### config.mk
export PLATFORM = sky130hd
export DESIGN_NAME = i2c_txn_arbiter_flat
export DESIGN_NICKNAME = d
export VERILOG_FILES = /design/src/rtl/i2c_txn_arbiter_if.sv /design/src/rtl/i2c_txn_arbiter.sv /design/src/flat_wrapper.sv
export SDC_FILE = /design/constraint.sdc
export NUM_CORES = 1
export LEC_CHECK = 0
export BUFFER_PORTS_ARGS = -buffer_cell sky130_fd_sc_hd__buf_2
export CAP_MARGIN = 20
export CORE_AREA = 2 2 86 88
export DETAILED_ROUTE_END_ITERATION = 10
export DIE_AREA = 0 0 88 90
export PLACE_DENSITY_LB_ADDON = 0.1
export SKIP_CTS_REPAIR_TIMING = 1
export SYNTH_ARGS = -nofsm -noshare
export SYNTH_HDL_FRONTEND = slang
export SYNTH_SLANG_ARGS = --single-unit
### constraint.sdc
create_clock -name clk -period 2.57 [get_ports clk]
set_clock_uncertainty 0.2 [all_clocks]
set_input_delay 0.514 -clock clk [delete_from_list [all_inputs] [get_ports clk]]
set_output_delay 0.514 -clock clk [all_outputs]
set_load 0.03 [all_outputs]
### src/rtl/i2c_txn_arbiter_if.sv
// Bundle between the transaction arbiter, its requesters and the shared i2c_master.
// The slave modport is the arbiter's view. The master modport is the view of whatever drives it.
interface i2c_txn_arbiter_if #(
    parameter int NREQ = 4
);
    logic [NREQ-1:0]   req;
    logic [7*NREQ-1:0] req_addr;
    logic [NREQ-1:0]   req_op;
    logic [8*NREQ-1:0] req_din;
    logic [NREQ-1:0]   gnt;
    logic [NREQ-1:0]   cmpl;
    logic              cmpl_err;
    logic              cmpl_tmo;
    logic [7:0]        rdata;
    logic              m_newd;
    logic [6:0]        m_addr;
    logic              m_op;
    logic [7:0]        m_din;
    logic              m_busy;
    logic              m_done;
    logic              m_ack_err;
    logic [7:0]        m_dout;

    modport slave (
        input  req, req_addr, req_op, req_din, m_busy, m_done, m_ack_err, m_dout,
        output gnt, cmpl, cmpl_err, cmpl_tmo, rdata, m_newd, m_addr, m_op, m_din
    );

    modport master (
        output req, req_addr, req_op, req_din, m_busy, m_done, m_ack_err, m_dout,
        input  gnt, cmpl, cmpl_err, cmpl_tmo, rdata, m_newd, m_addr, m_op, m_din
    );
endinterface

### src/rtl/i2c_txn_arbiter.sv
// Round-robin arbiter sharing one i2c_master among NREQ requesters.
// Each grant issues exactly one transaction, which ends in done, NACK or a timeout.
module i2c_txn_arbiter #(
    parameter int NREQ        = 4,
    parameter int BUSY_WAIT   = 8,
    parameter int TIMEOUT_CYC = 16384
) (
    input  logic              clk,
    input  logic              rst_n,
    i2c_txn_arbiter_if.slave  bus
);
    localparam int TMAX = (TIMEOUT_CYC > BUSY_WAIT) ? TIMEOUT_CYC : BUSY_WAIT;
    localparam int TW   = (TMAX > 1) ? $clog2(TMAX) : 1;
    localparam int PW   = (NREQ > 1) ? $clog2(NREQ) : 1;
    localparam logic [TW-1:0] BUSY_LAST = TW'(BUSY_WAIT - 1);
    localparam logic [TW-1:0] TMO_LAST  = TW'(TIMEOUT_CYC - 1);
    localparam logic [PW-1:0] PTR_LAST  = PW'(NREQ - 1);

    typedef enum logic [2:0] {
        S_IDLE      = 3'd0,
        S_WAIT_BUSY = 3'd1,
        S_WAIT_DONE = 3'd2,
        S_CMPL      = 3'd3,
        S_DRAIN     = 3'd4
    } state_t;

    state_t            state_q, state_d;
    logic [PW-1:0]     ptr_q, ptr_d;
    logic [TW-1:0]     timer_q, timer_d;
    logic [NREQ-1:0]   gnt_q, gnt_d;
    logic [NREQ-1:0]   cmpl_q, cmpl_d;
    logic              cmpl_err_q, cmpl_err_d;
    logic              cmpl_tmo_q, cmpl_tmo_d;
    logic [7:0]        rdata_q, rdata_d;
    logic              m_newd_q, m_newd_d;
    logic [6:0]        m_addr_q, m_addr_d;
    logic              m_op_q, m_op_d;
    logic [7:0]        m_din_q, m_din_d;

    logic              hi_found_s, lo_found_s;
    logic [PW-1:0]     hi_idx_s, lo_idx_s, win_idx_s;
    logic [NREQ-1:0]   win_oh_s;
    logic [6:0]        win_addr_s;
    logic              win_op_s;
    logic [7:0]        win_din_s;

    function automatic logic [TW-1:0] sat_inc(input logic [TW-1:0] t);
        if (t != {TW{1'b1}}) begin
            return t + TW'(1);
        end else begin
            return t;
        end
    endfunction

    // Winner: lowest set request at or above the pointer, else lowest set request overall
    always_comb begin
        hi_found_s = 1'b0;
        lo_found_s = 1'b0;
        hi_idx_s   = {PW{1'b0}};
        lo_idx_s   = {PW{1'b0}};
        for (int i = 0; i < NREQ; i++) begin
            if (bus.req[i] && !hi_found_s && (PW'(i) >= ptr_q)) begin
                hi_found_s = 1'b1;
                hi_idx_s   = PW'(i);
            end else begin
                hi_found_s = hi_found_s;
            end
            if (bus.req[i] && !lo_found_s) begin
                lo_found_s = 1'b1;
                lo_idx_s   = PW'(i);
            end else begin
                lo_found_s = lo_found_s;
            end
        end
        win_idx_s = hi_found_s ? hi_idx_s : lo_idx_s;
        win_oh_s  = {{(NREQ-1){1'b0}}, 1'b1} << win_idx_s;
    end

    // Route the winning requester's command fields
    always_comb begin
        win_addr_s = 7'd0;
        win_op_s   = 1'b0;
        win_din_s  = 8'd0;
        for (int i = 0; i < NREQ; i++) begin
            if (PW'(i) == win_idx_s) begin
                win_addr_s = bus.req_addr[i*7 +: 7];
                win_op_s   = bus.req_op[i];
                win_din_s  = bus.req_din[i*8 +: 8];
            end else begin
                win_op_s   = win_op_s;
            end
        end
    end

    // Transaction FSM: next state and next register values
    always_comb begin
        state_d    = state_q;
        ptr_d      = ptr_q;
        timer_d    = timer_q;
        gnt_d      = gnt_q;
        cmpl_d     = {NREQ{1'b0}};
        cmpl_err_d = cmpl_err_q;
        cmpl_tmo_d = cmpl_tmo_q;
        rdata_d    = rdata_q;
        m_newd_d   = 1'b0;
        m_addr_d   = m_addr_q;
        m_op_d     = m_op_q;
        m_din_d    = m_din_q;
        case (state_q)
            S_IDLE: begin
                if (lo_found_s) begin
                    gnt_d    = win_oh_s;
                    m_addr_d = win_addr_s;
                    m_op_d   = win_op_s;
                    m_din_d  = win_din_s;
                    m_newd_d = 1'b1;
                    ptr_d    = (win_idx_s == PTR_LAST) ? {PW{1'b0}} : win_idx_s + PW'(1);
                    timer_d  = {TW{1'b0}};
                    state_d  = S_WAIT_BUSY;
                end else begin
                    gnt_d    = {NREQ{1'b0}};
                end
            end
            S_WAIT_BUSY: begin
                if (bus.m_busy) begin
                    timer_d = {TW{1'b0}};
                    state_d = S_WAIT_DONE;
                end else if (timer_q == BUSY_LAST) begin
                    cmpl_d     = gnt_q;
                    cmpl_err_d = 1'b1;
                    cmpl_tmo_d = 1'b1;
                    state_d    = S_CMPL;
                end else begin
                    timer_d = sat_inc(timer_q);
                end
            end
            S_WAIT_DONE: begin
                // done takes priority over a timeout landing in the same cycle
                if (bus.m_done) begin
                    cmpl_d     = gnt_q;
                    cmpl_err_d = bus.m_ack_err;
                    cmpl_tmo_d = 1'b0;
                    rdata_d    = m_op_q ? bus.m_dout : rdata_q;
                    state_d    = S_CMPL;
                end else if (timer_q == TMO_LAST) begin
                    cmpl_d     = gnt_q;
                    cmpl_err_d = 1'b1;
                    cmpl_tmo_d = 1'b1;
                    state_d    = S_CMPL;
                end else begin
                    timer_d = sat_inc(timer_q);
                end
            end
            S_CMPL: begin
                gnt_d   = {NREQ{1'b0}};
                state_d = bus.m_busy ? S_DRAIN : S_IDLE;
            end
            S_DRAIN: begin
                if (!bus.m_busy) begin
                    state_d = S_IDLE;
                end else begin
                    state_d = S_DRAIN;
                end
            end
            default: begin
                gnt_d   = {NREQ{1'b0}};
                state_d = S_IDLE;
            end
        endcase
    end

    // State and output registers
    always_ff @(posedge clk or negedge rst_n) begin
        if (!rst_n) begin
            state_q    <= S_IDLE;
            ptr_q      <= {PW{1'b0}};
            timer_q    <= {TW{1'b0}};
            gnt_q      <= {NREQ{1'b0}};
            cmpl_q     <= {NREQ{1'b0}};
            cmpl_err_q <= 1'b0;
            cmpl_tmo_q <= 1'b0;
            rdata_q    <= 8'd0;
            m_newd_q   <= 1'b0;
            m_addr_q   <= 7'd0;
            m_op_q     <= 1'b0;
            m_din_q    <= 8'd0;
        end else begin
            state_q    <= state_d;
            ptr_q      <= ptr_d;
            timer_q    <= timer_d;
            gnt_q      <= gnt_d;
            cmpl_q     <= cmpl_d;
            cmpl_err_q <= cmpl_err_d;
            cmpl_tmo_q <= cmpl_tmo_d;
            rdata_q    <= rdata_d;
            m_newd_q   <= m_newd_d;
            m_addr_q   <= m_addr_d;
            m_op_q     <= m_op_d;
            m_din_q    <= m_din_d;
        end
    end

    assign bus.gnt      = gnt_q;
    assign bus.cmpl     = cmpl_q;
    assign bus.cmpl_err = cmpl_err_q;
    assign bus.cmpl_tmo = cmpl_tmo_q;
    assign bus.rdata    = rdata_q;
    assign bus.m_newd   = m_newd_q;
    assign bus.m_addr   = m_addr_q;
    assign bus.m_op     = m_op_q;
    assign bus.m_din    = m_din_q;
endmodule

### src/flat_wrapper.sv
// flat-port wrapper written by rule: the top's interface ports become plain ports
module i2c_txn_arbiter_flat 
#(
    parameter int NREQ        = 4,
    parameter int BUSY_WAIT   = 8,
    parameter int TIMEOUT_CYC = 16384
)
  (clk, rst_n, bus_req, bus_req_addr, bus_req_op, bus_req_din, bus_m_busy, bus_m_done, bus_m_ack_err, bus_m_dout, bus_gnt, bus_cmpl, bus_cmpl_err, bus_cmpl_tmo, bus_rdata, bus_m_newd, bus_m_addr, bus_m_op, bus_m_din);
  i2c_txn_arbiter_if #(.NREQ(NREQ)) bus_i ();
  input  logic clk;
  input  logic rst_n;
  input wire logic [$bits(bus_i.req)-1:0] bus_req;
  input wire logic [$bits(bus_i.req_addr)-1:0] bus_req_addr;
  input wire logic [$bits(bus_i.req_op)-1:0] bus_req_op;
  input wire logic [$bits(bus_i.req_din)-1:0] bus_req_din;
  input wire logic [$bits(bus_i.m_busy)-1:0] bus_m_busy;
  input wire logic [$bits(bus_i.m_done)-1:0] bus_m_done;
  input wire logic [$bits(bus_i.m_ack_err)-1:0] bus_m_ack_err;
  input wire logic [$bits(bus_i.m_dout)-1:0] bus_m_dout;
  output wire logic [$bits(bus_i.gnt)-1:0] bus_gnt;
  output wire logic [$bits(bus_i.cmpl)-1:0] bus_cmpl;
  output wire logic [$bits(bus_i.cmpl_err)-1:0] bus_cmpl_err;
  output wire logic [$bits(bus_i.cmpl_tmo)-1:0] bus_cmpl_tmo;
  output wire logic [$bits(bus_i.rdata)-1:0] bus_rdata;
  output wire logic [$bits(bus_i.m_newd)-1:0] bus_m_newd;
  output wire logic [$bits(bus_i.m_addr)-1:0] bus_m_addr;
  output wire logic [$bits(bus_i.m_op)-1:0] bus_m_op;
  output wire logic [$bits(bus_i.m_din)-1:0] bus_m_din;
  assign bus_i.req = bus_req;
  assign bus_i.req_addr = bus_req_addr;
  assign bus_i.req_op = bus_req_op;
  assign bus_i.req_din = bus_req_din;
  assign bus_i.m_busy = bus_m_busy;
  assign bus_i.m_done = bus_m_done;
  assign bus_i.m_ack_err = bus_m_ack_err;
  assign bus_i.m_dout = bus_m_dout;
  assign bus_gnt = bus_i.gnt;
  assign bus_cmpl = bus_i.cmpl;
  assign bus_cmpl_err = bus_i.cmpl_err;
  assign bus_cmpl_tmo = bus_i.cmpl_tmo;
  assign bus_rdata = bus_i.rdata;
  assign bus_m_newd = bus_i.m_newd;
  assign bus_m_addr = bus_i.m_addr;
  assign bus_m_op = bus_i.m_op;
  assign bus_m_din = bus_i.m_din;
  i2c_txn_arbiter #(.NREQ(NREQ), .BUSY_WAIT(BUSY_WAIT), .TIMEOUT_CYC(TIMEOUT_CYC)) u_core (.clk(clk), .rst_n(rst_n), .bus(bus_i));
endmodule
; ---- Yosys cells after proc, flatten, opt, wreduce, memory -nomap -nowiden
; Cells that the tools add are included.
[word_totals]
ff_bits = 54
latch_bits = 0
ramBits = 0
romBits = 0
input_bits = 81
output_inout_bits = 35
n_memories = 0
[classes]
add_sub_neg = 2
mul = 0
div = 0
magnitude_cmp = 4
n_eq_ne = 19
shift = 1
n_mux = 58
bitwise = 0
n_reduce_logical = 27
[ops]
columns = cell, n
row1 = two-way mux 14 bit, 6
row2 = one-hot mux 14 bit (3 select lines), 1
row3 = two-way mux 8 bit, 4
row4 = two-way mux 7 bit, 4
row5 = two-way mux 1 bit, 21
row6 = two-way mux 4 bit, 5
row7 = two-way mux 3 bit, 6
row8 = one-hot mux 4 bit (2 select lines), 2
row9 = adder 14 x 1 -> 14 bit (second input constant), 1
row10 = equality test 14 bit (second input constant), 1
row11 = equality test 14 x 3 -> 1 bit (second input constant), 1
row12 = != test 14 bit (second input constant), 1
row13 = two-way mux 2 bit, 6
row14 = one-hot mux 3 bit (4 select lines), 1
row15 = logical AND 1 bit, 10
row16 = equality test 3 x 2 -> 1 bit (second input constant), 2
row17 = zero test 1 bit, 6
row18 = != test 2 bit (second input constant), 3
row19 = != test 3 x 2 -> 1 bit (second input constant), 2
row20 = AND reduction 3 bit, 2
row21 = AND reduction 5 bit, 1
row22 = equality test 2 bit (first input constant), 2
row23 = >= comparator 1 x 2 -> 1 bit (first input constant), 2
row24 = >= comparator 2 bit (first input constant), 2
row25 = 17 further kinds, 19

; ---- Depth between registers and ports, before layout
[depth]
ltp_word = 21
depth_mapped = 14

; ---- Least setup slack after synthesis
; Ideal clock, no wire load.
[synth_path]
kind = input to register
start = input port bus_req[2]
end = register u_core.m_addr_q[4] (netlist: u_core.bus.m_addr[4])
setup_ps = 137
arrival_ps = 2347
required_time_ps = 2233
setup_slack_ps = -114
stages = 12
cell_sequence = nand2b_1 a21oi_1 a211oi_1 ha_1 clkbuf_1 nor2b_1 clkbuf_1 clkbuf_1 a221oi_1 nor3_1 a21oi_1 a21oi_1
[synth_between]
elab_chain_cells = 13
word_cells_on_any_way = 26
[synth_rtl]
columns = element, line
row1 = start: declaration, flat_wrapper.sv:12  ; input wire logic [$bits(bus_i.req)-1:0] bus_req;
row2 = logical AND 1 bit (2 in series), i2c_txn_arbiter.sv:62  ; if (bus.req[i] && !hi_found_s && (PW'(i) >= ptr_q)) begin
row3 = two-way mux 1 bit, i2c_txn_arbiter.sv:62
row4 = zero test 1 bit, i2c_txn_arbiter.sv:62
row5 = logical AND 1 bit (2 in series), i2c_txn_arbiter.sv:62
row6 = two-way mux 2 bit or two-way mux 1 bit (tied branches), i2c_txn_arbiter.sv:62
row7 = two-way mux 2 bit, i2c_txn_arbiter.sv:75  ; win_idx_s = hi_found_s ? hi_idx_s : lo_idx_s;
row8 = zero test 2 bit, i2c_txn_arbiter.sv:85  ; if (PW'(i) == win_idx_s) begin
row9 = two-way mux 7 bit (4 in series), i2c_txn_arbiter.sv:85
row10 = end signal: assignment, i2c_txn_arbiter.sv:197  ; m_addr_q <= m_addr_d;
row11 = end: declaration, i2c_txn_arbiter.sv:36  ; logic [6:0] m_addr_q, m_addr_d;
; Parallel ways exist; a longest one is shown, timed or not.
; A chain may end at the register's enable or synchronous reset.

; ---- Worst setup path after layout
[layout_path]
start = register u_core.ptr_q[1]
end = register u_core.m_din_q[7] (netlist: u_core.bus.m_din[7])
[layout_between]
elab_chain_cells = 21
word_cells_on_any_way = 30
[layout_rtl]
columns = element, line
row1 = start: declaration, i2c_txn_arbiter.sv:28  ; logic [PW-1:0] ptr_q, ptr_d;
row2 = start signal: assignment, i2c_txn_arbiter.sv:176  ; ptr_q <= {PW{1'b0}};
row3 = start signal: assignment, i2c_txn_arbiter.sv:189  ; ptr_q <= ptr_d;
row4 = >= comparator 1 x 2 -> 1 bit, i2c_txn_arbiter.sv:62
row5 = logical AND 1 bit, i2c_txn_arbiter.sv:62
row6 = two-way mux 1 bit, i2c_txn_arbiter.sv:62
row7 = zero test 1 bit, i2c_txn_arbiter.sv:62
row8 = logical AND 1 bit (2 in series), i2c_txn_arbiter.sv:62
row9 = two-way mux 1 bit, i2c_txn_arbiter.sv:62
row10 = zero test 1 bit, i2c_txn_arbiter.sv:62
row11 = logical AND 1 bit (2 in series), i2c_txn_arbiter.sv:62
row12 = two-way mux 1 bit, i2c_txn_arbiter.sv:62
row13 = zero test 1 bit, i2c_txn_arbiter.sv:62
row14 = logical AND 1 bit (2 in series), i2c_txn_arbiter.sv:62
row15 = two-way mux 2 bit or two-way mux 1 bit (tied branches), i2c_txn_arbiter.sv:62
row16 = two-way mux 2 bit (*), i2c_txn_arbiter.sv:75
row17 = zero test 2 bit, i2c_txn_arbiter.sv:85
row18 = two-way mux 8 bit (3 in series), i2c_txn_arbiter.sv:85
row19 = two-way mux 8 bit (*), i2c_txn_arbiter.sv:85
row20 = end signal: assignment, i2c_txn_arbiter.sv:199  ; m_din_q <= m_din_d;
row21 = end: declaration, i2c_txn_arbiter.sv:38  ; logic [7:0] m_din_q, m_din_d;
; Mark *: on every way between the ends. The rest lies on a longest branch, timed or not.

==> results.md <==
- Outcome: finished clean
- Initial Util: between 40% and 50%
- Total wire length: 8040 um
- Syn-to-layout area delta: 33.2%
- Die span in y: 90 um
- Pwr dens: 1090 nW/um^2
- Synthesized cell area: 3030 um^2
- Clk buf depth: 2
- Post-DP HPWL: approximately 6100 um
- Cells after Synth: 331
- Routability Congestion: just under 0.9
- WL/cell: around 14 um
- Largest net degree at the start of global routing: 35
- Count leader, synth: dfrtp_1
- First-pass GRT wire length: approximately 14,000 um
- Crit path max fanout: 15
- Vias in the first global route: roughly 3.0k
- Diodes inserted: 0
- Final Util: 57.5%
- Critical Path Source Type: register
- Synth warn: 0
- Core area: 7020 um^2
- Unique masters post-synth: 45
- Period utilisation layout: 94.4%
- Max VDD drop: 0.434 mV
- Final hold violation count: 0
- Row count: 31
- Die width: a little under 90 um
- Worst setup EP type: register
- Critical Path AT: 2.42 ns
- IO Pins: 116
- WS Path Type: reg -> reg
- Syn_area_per_cell: roughly 9.2 um^2
- Synth Flop Type: dfrtp_1
- Finish-stage setup viols: 0
- Skew-Pair Late Insertion Delay: 0.30 ns
- Area leader, netlist: dfrtp_1
- P_leak: 0.00187 uW
- Seq/Total Area, Yosys: 44.6%
- Post-synth EDFFs: 0
- Yosys top cell area share: 44.6%
- Die area: 7920 um^2
- Via count: slightly above 3k
- Actual slew at the worst max-slew pin: 0.971 ns
- Ratio of cells with drive above 1 in the final layout: 37.3%
- Worst slew margin: 34.7%
- Synth area leaders: dfrtp_1 (45%), a21oi_1 (7.8%), a221oi_1 (4.6%)
- GR Overflow Total: 0
- Layout Nets: 546
- H-tree levels: 2
- Clock sink count: 54
- 1st-iter DRT viols: 153
- First-pass DRT Iterations: 6
- Hold Crit Class: in -> reg
- DRC viols: 0
- Initial antenna violation count: 0
- Seq cells post-synth: between 50 and 60
- Worst EP required: 2.56 ns
- Clk root buf: clkbuf_8
- CTS clock-pin slew for the worst setup and hold paths: 0.10 ns
- Syn Nets: 417
- Post-route ant nets: 0
- Tmin final: 2.43 ns
- Num CTS Buffers: 5
- Max Clock Freq: ~0.41 GHz
- Vias/cell: 5.40
- CTS tree: yes
- Hold_ws: 0.237 ns
- Max-cap violations: 0
- Global-route usage over all layers: 21.2%
- Top cells by count, synth: dfrtp_1 (54), a21oi_1 (47), nor2_1 (26)
- Asr flop ratio synth: 100%
- Slew Limit Fails: 0
- IO Port Bufs: 115
-- placed cells by master, fill, tap and decap left out, drive strengths merged, types with 3 or more instances in the layout --
cell type / n
o21ai: 8
nand4: 5
nor2: 26
and2: 6
dfrtp: 54
nor4: 7
mux2i: 3
nor3: 19
a21oi: 47
o31ai: 5
or4: 7
a31oi: 5
a22o: 5
nand3: 9
buf: 143
nor2b: 19
nand2b: 6
and4: 3
a221oi: 17
ha: 5
nand2: 12
inv: 9
mux2: 9
clkbuf: 7
-- area by class of cell --
type | count | area (um^2)
inverter | 9 | 33.8
multi-input combinational | 246 | 1600
clock buffer | 7 | 86.3
sequential | 54 | 1350
timing repair buffer | 144 | 837
fill | 638 | 2990
tap | 99 | 124
clock inverter | 1 | 5.00
-- worst paths after layout --
kind                                                 start                          endpoint  slack (ns)  cells past startpoint
setup / recovery               u_core.ptr_q[1]$_DFFE_PN0P_   u_core.bus.m_din[7]$_DFFE_PN0P_        0.14                     11
hold / removal                               bus_m_dout[7]   u_core.bus.rdata[7]$_DFFE_PN0P_        0.24                      2
setup reg to reg               u_core.ptr_q[1]$_DFFE_PN0P_   u_core.bus.m_din[7]$_DFFE_PN0P_        0.14                     11
hold reg to reg            u_core.bus.rdata[7]$_DFFE_PN0P_   u_core.bus.rdata[7]$_DFFE_PN0P_        0.31                      1
max in group asynchronous                            rst_n  u_core.bus.m_addr[1]$_DFFE_PN0P_        1.14                      3
min in group asynchronous                            rst_n    u_core.timer_q[13]$_DFFE_PN0P_        0.50                      2
-- routing by layer --
metal	routed length, um	global-route usage (%)
met1	3460	28.1
met2	4070	35.4
met3	398	3.31
met4	119	6.28
met5	0	0
-- cells by family after synthesis --
| logic type | Yosys count | synth area share (%) |
|---|---|---|
| xor+xnor | 1 | 0.289 |
| buf+inv | 31 | 4.17 |
| compound gates | 101 | 21.8 |
| fa+ha+maj | 5 | 2.06 |
| simple gates | 127 | 22.7 |
| flops | 54 | 44.6 |
| mux | 12 | 4.34 |
-- state kept, by name (all words and copies together), names as in the netlist --
name,count
u_core.bus.m_addr,7
u_core.bus.cmpl,4
u_core.bus.m_din,8
u_core.bus.m_op,1
u_core.state_q,3
u_core.bus.m_newd,1
u_core.ptr_q,2
u_core.timer_q,14
u_core.bus.gnt,4
u_core.bus.rdata,8
u_core.bus.cmpl_tmo,1
u_core.bus.cmpl_err,1
-- where the power goes --
group	internal [uW]	switching [uW]	leakage (uW)
Clock	218	276	0.0000482
Combinational	1030	1530	0.00114
Sequential	1140	201	0.000681
-- per-stage QoR --
stage / total power (uW) / setup TNS [ns] / area [um^2] / setup slack, ns / std cells
finish: 4390 / 0 / 4040 / 0.143 / 560
global placement: 3830 / -7.85 / 3880 / -0.534 / 549
global route: 4760 / -0.0121 / 4040 / -0.0121 / 560
detailed placement: 3870 / -8.29 / 3880 / -0.585 / 549
CTS: 4370 / -5.16 / 3970 / -0.374 / 557
floorplan: 3030 / 0 / 3040 / 0.0139 / 331
-- critical path, stage by stage (launching register included) --
cell      delay, ns
dfrtp_1        0.43
buf_4          0.15
mux2i_1        0.12
a211oi_2       0.22
inv_1          0.10
ha_1           0.21
nor2b_2        0.17
buf_6          0.16
a221oi_2       0.25
nor3_1         0.08
a21oi_1        0.15
a21oi_1        0.08
No activity file was read; power rests on OpenSTA's default activity.
